$ cat src/rtl/coin_acceptor.sv
// coin_acceptor
//   Front end for the vending FSM. Four raw coin-slot sensor lines are
//   synchronised and debounced. Each clean insertion becomes a 2-bit coin
//   code. The code is queued in a small FIFO and offered over valid/ready.
//   Ambiguous insertions, insertions into a full queue, and insertions after
//   a jam are kept out of the queue.
//
// Parameters
//   DEBOUNCE    cycles a synced line must differ before the stable level follows
//   JAM_CYCLES  consecutive stable-high cycles on one line that declare a jam
//   FIFO_DEPTH  coin event queue depth (power of two, >= 2)
//
// Ports
//   clk          system clock, rising edge
//   rst_n        synchronous active-low reset
//   coin_in      raw sensor lines: bit0 Rs.5, bit1 Rs.10, bit2 Rs.15, bit3 Rs.20
//   coin_ready   consumer takes the head entry this cycle
//   coin_valid   queue non-empty, coin_code valid (registered)
//   coin_code    head entry: 00 Rs.5, 01 Rs.10, 10 Rs.15, 11 Rs.20 (registered)
//   coin_reject  one-cycle pulse, coin goes to the return chute (registered)
//   fifo_full    queue holds FIFO_DEPTH entries (registered)
//   jam          sticky jam flag, cleared only by reset
module coin_acceptor #(
  parameter int DEBOUNCE   = 4,
  parameter int JAM_CYCLES = 64,
  parameter int FIFO_DEPTH = 4
) (
  input  logic       clk,
  input  logic       rst_n,
  input  logic [3:0] coin_in,
  input  logic       coin_ready,
  output logic       coin_valid,
  output logic [1:0] coin_code,
  output logic       coin_reject,
  output logic       fifo_full,
  output logic       jam
);

  localparam int PTR_W = $clog2(FIFO_DEPTH);
  localparam int CNT_W = PTR_W + 1;
  localparam int DB_W  = $clog2(DEBOUNCE + 1);
  localparam int JC_W  = $clog2(JAM_CYCLES + 1);

  localparam logic [DB_W-1:0]  DB_LAST  = DB_W'(DEBOUNCE - 1);
  localparam logic [JC_W-1:0]  JC_LIMIT = JC_W'(JAM_CYCLES);
  localparam logic [CNT_W-1:0] OCC_FULL = CNT_W'(FIFO_DEPTH);

  // Synchroniser and debouncer state
  logic [3:0]      sync1_q, sync2_q;
  logic [3:0]      stable_q, stable_d;
  logic [3:0]      stable_prev_q;
  logic [DB_W-1:0] db_cnt_q [4];
  logic [DB_W-1:0] db_cnt_d [4];

  // Jam monitor state
  logic [JC_W-1:0] jam_cnt_q [4];
  logic [JC_W-1:0] jam_cnt_d [4];
  logic            jam_q, jam_d;

  // FIFO state
  logic [1:0]       mem_q [FIFO_DEPTH];
  logic [PTR_W-1:0] wr_ptr_q, wr_ptr_d;
  logic [PTR_W-1:0] rd_ptr_q, rd_ptr_d;
  logic [CNT_W-1:0] count_q, count_d;

  // Registered outputs
  logic       coin_valid_q;
  logic [1:0] coin_code_q, coin_code_d;
  logic       coin_reject_q, coin_reject_d;
  logic       fifo_full_q;

  // Classification signals
  logic [3:0] rise;
  logic       single_rise;
  logic       other_high;
  logic       legal;
  logic       ambiguous;
  logic       full;
  logic       pop;
  logic       push;
  logic       drop;
  logic [1:0] push_code;

  // Debounce and jam counters, one lane per sensor line
  always_comb begin
    jam_d = jam_q;
    for (int i = 0; i < 4; i++) begin
      stable_d[i]  = stable_q[i];
      db_cnt_d[i]  = '0;
      jam_cnt_d[i] = '0;
      if (sync2_q[i] != stable_q[i]) begin
        if (db_cnt_q[i] == DB_LAST) begin
          stable_d[i] = sync2_q[i];
        end else begin
          db_cnt_d[i] = db_cnt_q[i] + DB_W'(1);
        end
      end
      // Saturate so a line held forever cannot wrap and lose the jam.
      if (stable_q[i]) begin
        if (jam_cnt_q[i] < JC_LIMIT) begin
          jam_cnt_d[i] = jam_cnt_q[i] + JC_W'(1);
        end else begin
          jam_cnt_d[i] = jam_cnt_q[i];
        end
      end
      if (jam_cnt_q[i] == JC_LIMIT) begin
        jam_d = 1'b1;
      end
    end
  end

  // Event classification and FIFO next state
  always_comb begin
    rise        = stable_q & ~stable_prev_q;
    single_rise = (rise != 4'd0) && ((rise & (rise - 4'd1)) == 4'd0);
    // A line already held high (not rising now) makes any new edge ambiguous.
    other_high  = |(stable_q & ~rise);
    legal       = !jam_q && single_rise && !other_high;
    ambiguous   = !jam_q && (rise != 4'd0) && !legal;

    full = (count_q == OCC_FULL);
    pop  = coin_valid_q && coin_ready;
    push = legal && (!full || pop);
    drop = legal && full && !pop;
    coin_reject_d = ambiguous || drop;

    push_code = 2'd0;
    case (rise)
      4'b0010: push_code = 2'd1;
      4'b0100: push_code = 2'd2;
      4'b1000: push_code = 2'd3;
      default: push_code = 2'd0;
    endcase

    wr_ptr_d = push ? wr_ptr_q + PTR_W'(1) : wr_ptr_q;
    rd_ptr_d = pop  ? rd_ptr_q + PTR_W'(1) : rd_ptr_q;
    count_d  = count_q;
    if (push && !pop) begin
      count_d = count_q + CNT_W'(1);
    end else if (pop && !push) begin
      count_d = count_q - CNT_W'(1);
    end

    // The new head may be the entry being written this very cycle.
    if (count_d == '0) begin
      coin_code_d = 2'd0;
    end else if (push && (wr_ptr_q == rd_ptr_d)) begin
      coin_code_d = push_code;
    end else begin
      coin_code_d = mem_q[rd_ptr_d];
    end
  end

  // Registers
  always_ff @(posedge clk) begin
    if (!rst_n) begin
      sync1_q       <= '0;
      sync2_q       <= '0;
      stable_q      <= '0;
      stable_prev_q <= '0;
      for (int i = 0; i < 4; i++) begin
        db_cnt_q[i]  <= '0;
        jam_cnt_q[i] <= '0;
      end
      jam_q         <= 1'b0;
      wr_ptr_q      <= '0;
      rd_ptr_q      <= '0;
      count_q       <= '0;
      coin_valid_q  <= 1'b0;
      coin_code_q   <= 2'd0;
      coin_reject_q <= 1'b0;
      fifo_full_q   <= 1'b0;
    end else begin
      sync1_q       <= coin_in;
      sync2_q       <= sync1_q;
      stable_q      <= stable_d;
      stable_prev_q <= stable_q;
      for (int i = 0; i < 4; i++) begin
        db_cnt_q[i]  <= db_cnt_d[i];
        jam_cnt_q[i] <= jam_cnt_d[i];
      end
      jam_q         <= jam_d;
      wr_ptr_q      <= wr_ptr_d;
      rd_ptr_q      <= rd_ptr_d;
      count_q       <= count_d;
      coin_valid_q  <= (count_d != '0);
      coin_code_q   <= coin_code_d;
      coin_reject_q <= coin_reject_d;
      fifo_full_q   <= (count_d == OCC_FULL);
    end
  end

  // Queue storage needs no reset: occupancy alone decides what is valid.
  always_ff @(posedge clk) begin
    if (rst_n && push) begin
      mem_q[wr_ptr_q] <= push_code;
    end
  end

  assign coin_valid  = coin_valid_q;
  assign coin_code   = coin_code_q;
  assign coin_reject = coin_reject_q;
  assign fifo_full   = fifo_full_q;
  assign jam         = jam_q;

endmodule

$ cat config.mk
export PLATFORM = sky130hd
export DESIGN_NAME = coin_acceptor
export DESIGN_NICKNAME = d
export VERILOG_FILES = /design/src/rtl/coin_acceptor.sv
export SDC_FILE = /design/constraint.sdc
export NUM_CORES = 1
export LEC_CHECK = 0
export CORE_MARGIN = 2
export CORE_UTILIZATION = 55
export CTS_CLUSTER_SIZE = 25
export DETAILED_ROUTE_END_ITERATION = 7
export PLACE_DENSITY = 0.73
export SYNTH_ARGS = -nofsm -noshare
export SYNTH_HDL_FRONTEND = slang
export SYNTH_SLANG_ARGS = --single-unit
$ cat constraint.sdc
create_clock -name clk -period 3 [get_ports clk]
set_clock_uncertainty 0.1 [all_clocks]
set_input_delay 0.9 -clock clk [delete_from_list [all_inputs] [get_ports clk]]
set_output_delay 0.9 -clock clk [all_outputs]
set_load 0.03 [all_outputs]
==> results.yml <==
critical_path:
  crit_type: "input port to register"
  r2r_cells: 6
  crit_required_ns: 3.16
  arrival_ns: 2.78
  cp_max_fo: 9
  worstPathCellList: "clkdlybuf4s50_1 > and2_2 > xnor2_1 > o21ai_0 > o2111ai_1 > mux2i_1 > a211oi_1"
  rrSetupSlack_ns: 0.57
  end_kind: "register"
  setup.worst_path.start: "coin_ready"
  slowest_delay_ns: 0.41
  worstReg2RegStart: "stable_q[3]$_SDFFE_PN0P_"
  critPathCapture: "coin_code[1]$_SDFF_PP0_"
  r2r-end: "fifo_full$_SDFF_PN0_"
  slowest_stage: "clkdlybuf4s50_1"
  start_kind: "input port"
synthesis:
  synth_fp_nets: 364
  seq_area_frac_synth: 0.4793
  netlist.area_leader.share: 0.4083
  ys_async_sr_fraction: 0
  syn_area_um2: 3383
  ys_seq_elements: 77
  yosysTopAreaCell: "dfxtp_1"
  synth.distinct_cells: 49
  synth_area_leaders: "dfxtp_1 (41%), ha_1 (8.5%), edfxtp_1 (7.1%)"
  synth_commonest_cells: "dfxtp_1 (69), nor2_1 (47), inv_1 (25), ha_1 (23), xnor2_1 (15)"
  avgSynthCellArea_um2: 10.13
  synth_edf_count: 8
  yosysMostFrequentCell: "dfxtp_1"
  yosys_warnings: 0
  synthFlopType: "dfxtp_1"
  synthesis.instances: 334
global_route:
  grt_pass1_wl_um: 8983
  grt_max_degree: 20
  track_usage: 0.1756
  overflow: 0
  antenna_found_initial: 0
  grt_pass1_vias: 2128
cts:
  clk_pin_slew_worst_paths_ns: 0.07
  cts_buffer_depth: 2
  cts_buffers: 9
  cts_resized: 0
  insertion_delay_ns: 0.34
  cts_max_level: 3
  postCtsHoldBufs: 0
  cts.sinks: 77
  post_cts_buffers: 0
  cts_tree: "yes"
  cts-root-buf: "clkbuf_8"
power_and_ir_drop:
  leakage_nw: 1.461
  power_density_nw_per_um2: 540.4
  vdd_ir_drop_max_mv: 0.3275
  p_total_mw: 2.043
floorplanning:
  start_util: 0.5714
  dieArea_um2: 6795
  core_area_um2: 5921
  die_x_um: 82.43
  dieHeight_um: 82.43
  pin_count: 13
  rows: 28
timing:
  maxSlewHeadroom: 0.5876
  final.setup.worst_slack_ns: 0.3777
  timing.fmax_mhz: 381.3
  slew_violations: 0
  worstMarginPinSlew_ns: 0.6139
  fin_hold_ws_ns: 0.3203
  hold_viol: 0
  rsz0062_at_grt: "false"
  post-route-period-util: 0.8741
  setup_viol: 0
  fin_tns_setup_ns: 0
  fin_crit_ns: 2.622
finish:
  final_util: 0.6386
  stdcell_area_um2: 3781
  drive_above_1_share: 0.08939
  num_antenna_cells: 0
  fillCellCount: 474
  layout.cells.non_filler: 433
  syn_to_final_growth_pct: 11.76
  fin_nets: 383
placement:
  portBuffers: 12
  place.gp.congestion: 0.8000
  place_inst: 417
  post-place-ws_ns: 0.004352
  place_hpwl_um: 3916
  dpl-instance-area_um2: 3575
worst_hold_path:
  min_path_type: "register to register"
  hold_depth: 1
run_status:
  status: "finished clean"
run:
  cap_violations: 0
detailed_routing:
  drtIter0Drc: 94
  vias_per_cell: 5.173
  drt-total-wl_um: 5377
  dr.pass1.iters: 4
  postRouteAntennaNets: 0
  vias: 2240
  wire_per_inst_um: 12.42
  drc: 0
worst min path at each step:
stage	start	to	slack [ns]
global placement	db_cnt_q[2][0]$_SDFF_PP0_	db_cnt_q[2][0]$_SDFF_PP0_	0.31
floorplan	db_cnt_q[0][0]$_SDFF_PP0_	db_cnt_q[0][0]$_SDFF_PP0_	0.30
global route	db_cnt_q[2][0]$_SDFF_PP0_	db_cnt_q[2][0]$_SDFF_PP0_	0.34
CTS	db_cnt_q[3][0]$_SDFF_PP0_	db_cnt_q[3][0]$_SDFF_PP0_	0.32
finish	db_cnt_q[3][0]$_SDFF_PP0_	db_cnt_q[3][0]$_SDFF_PP0_	0.32
detailed placement	db_cnt_q[3][0]$_SDFF_PP0_	db_cnt_q[3][0]$_SDFF_PP0_	0.31
area by class of cell:
cell class	instances	area, um^2	area share
Clock buffer	14	193.9	0.05129
Clock inverter	2	12.51	0.003309
Inverter	26	97.59	0.02581
Multi-Input combinational cell	225	1627	0.4302
Sequential cell	77	1622	0.4289
Tap cell	75	93.84	0.02482
Timing Repair Buffer	14	135.1	0.03574
cell usage in the layout, fill, tap and decap left out, types with 2 or more instances in the layout:
| cell | instances |
|---|---|
| dfxtp_1 | 69 |
| nor2_1 | 47 |
| inv_1 | 25 |
| ha_1 | 23 |
| xnor2_1 | 15 |
| mux2i_1 | 13 |
| xor2_1 | 13 |
| nand2_1 | 12 |
| clkbuf_8 | 12 |
| clkdlybuf4s50_1 | 12 |
| nand3_1 | 10 |
| and2_1 | 9 |
| or3_1 | 8 |
| edfxtp_1 | 8 |
| and3_1 | 7 |
| nor2b_1 | 6 |
| o21ai_0 | 6 |
| a21oi_1 | 6 |
| nand4b_1 | 4 |
| nor4b_1 | 4 |
| nand3b_1 | 4 |
| nor3_1 | 3 |
| nand2b_1 | 3 |
| and3_2 | 3 |
| a31oi_1 | 3 |
| and2b_2 | 2 |
| nor4_1 | 2 |
| mux4_2 | 2 |
| a211oi_1 | 2 |
| o21a_1 | 2 |
| buf_4 | 2 |
worst max-delay path: cells and delay by family:
| kind | cells | cell delay, ns |
|---|---|---|
| compound gates | 3 | 0.70 |
| simple gates | 1 | 0.24 |
| buf+inv | 1 | 0.41 |
| xor+xnor | 1 | 0.40 |
| mux | 1 | 0.12 |
where the power goes:
part	switching (mW)	leakage [nW]	internal (mW)
registers	0.0165	0.636	1.06
logic	0.0994	0.721	0.0866
clock network	0.360	0.104	0.418
total	0.476	1.46	1.57
kinds of logic (layout without fill, tap and decap cells):
logic type | count (synthesis) | after routing | synth area share
compound gates | 29 | 29 | 0.06361
mux | 16 | 16 | 0.05510
flops | 77 | 77 | 0.4793
simple gates | 129 | 129 | 0.2045
xor+xnor | 28 | 28 | 0.07249
buf+inv | 32 | 56 | 0.03994
fa+ha+maj | 23 | 23 | 0.08506
state kept, by name (all words and copies together) (netlist names), 2 cells and up:
signal	flops
rd_ptr_q	2
sync1_q	4
jam_cnt_q	28
count_q	3
coin_code	2
db_cnt_q	12
stable_q	4
sync2_q	4
stable_prev_q	4
mem_q	8
wr_ptr_q	2
per-layer routing:
layer,vias to the layer above,global-route usage,share of wire
li1,1172,-,-
met5,-,0,0
met2,27,0.2992,0.48
met4,0,0.08500,0.018
met3,10,0.03913,0.027
met1,1031,0.2084,0.47
Power figures use the tool's default switching activity.
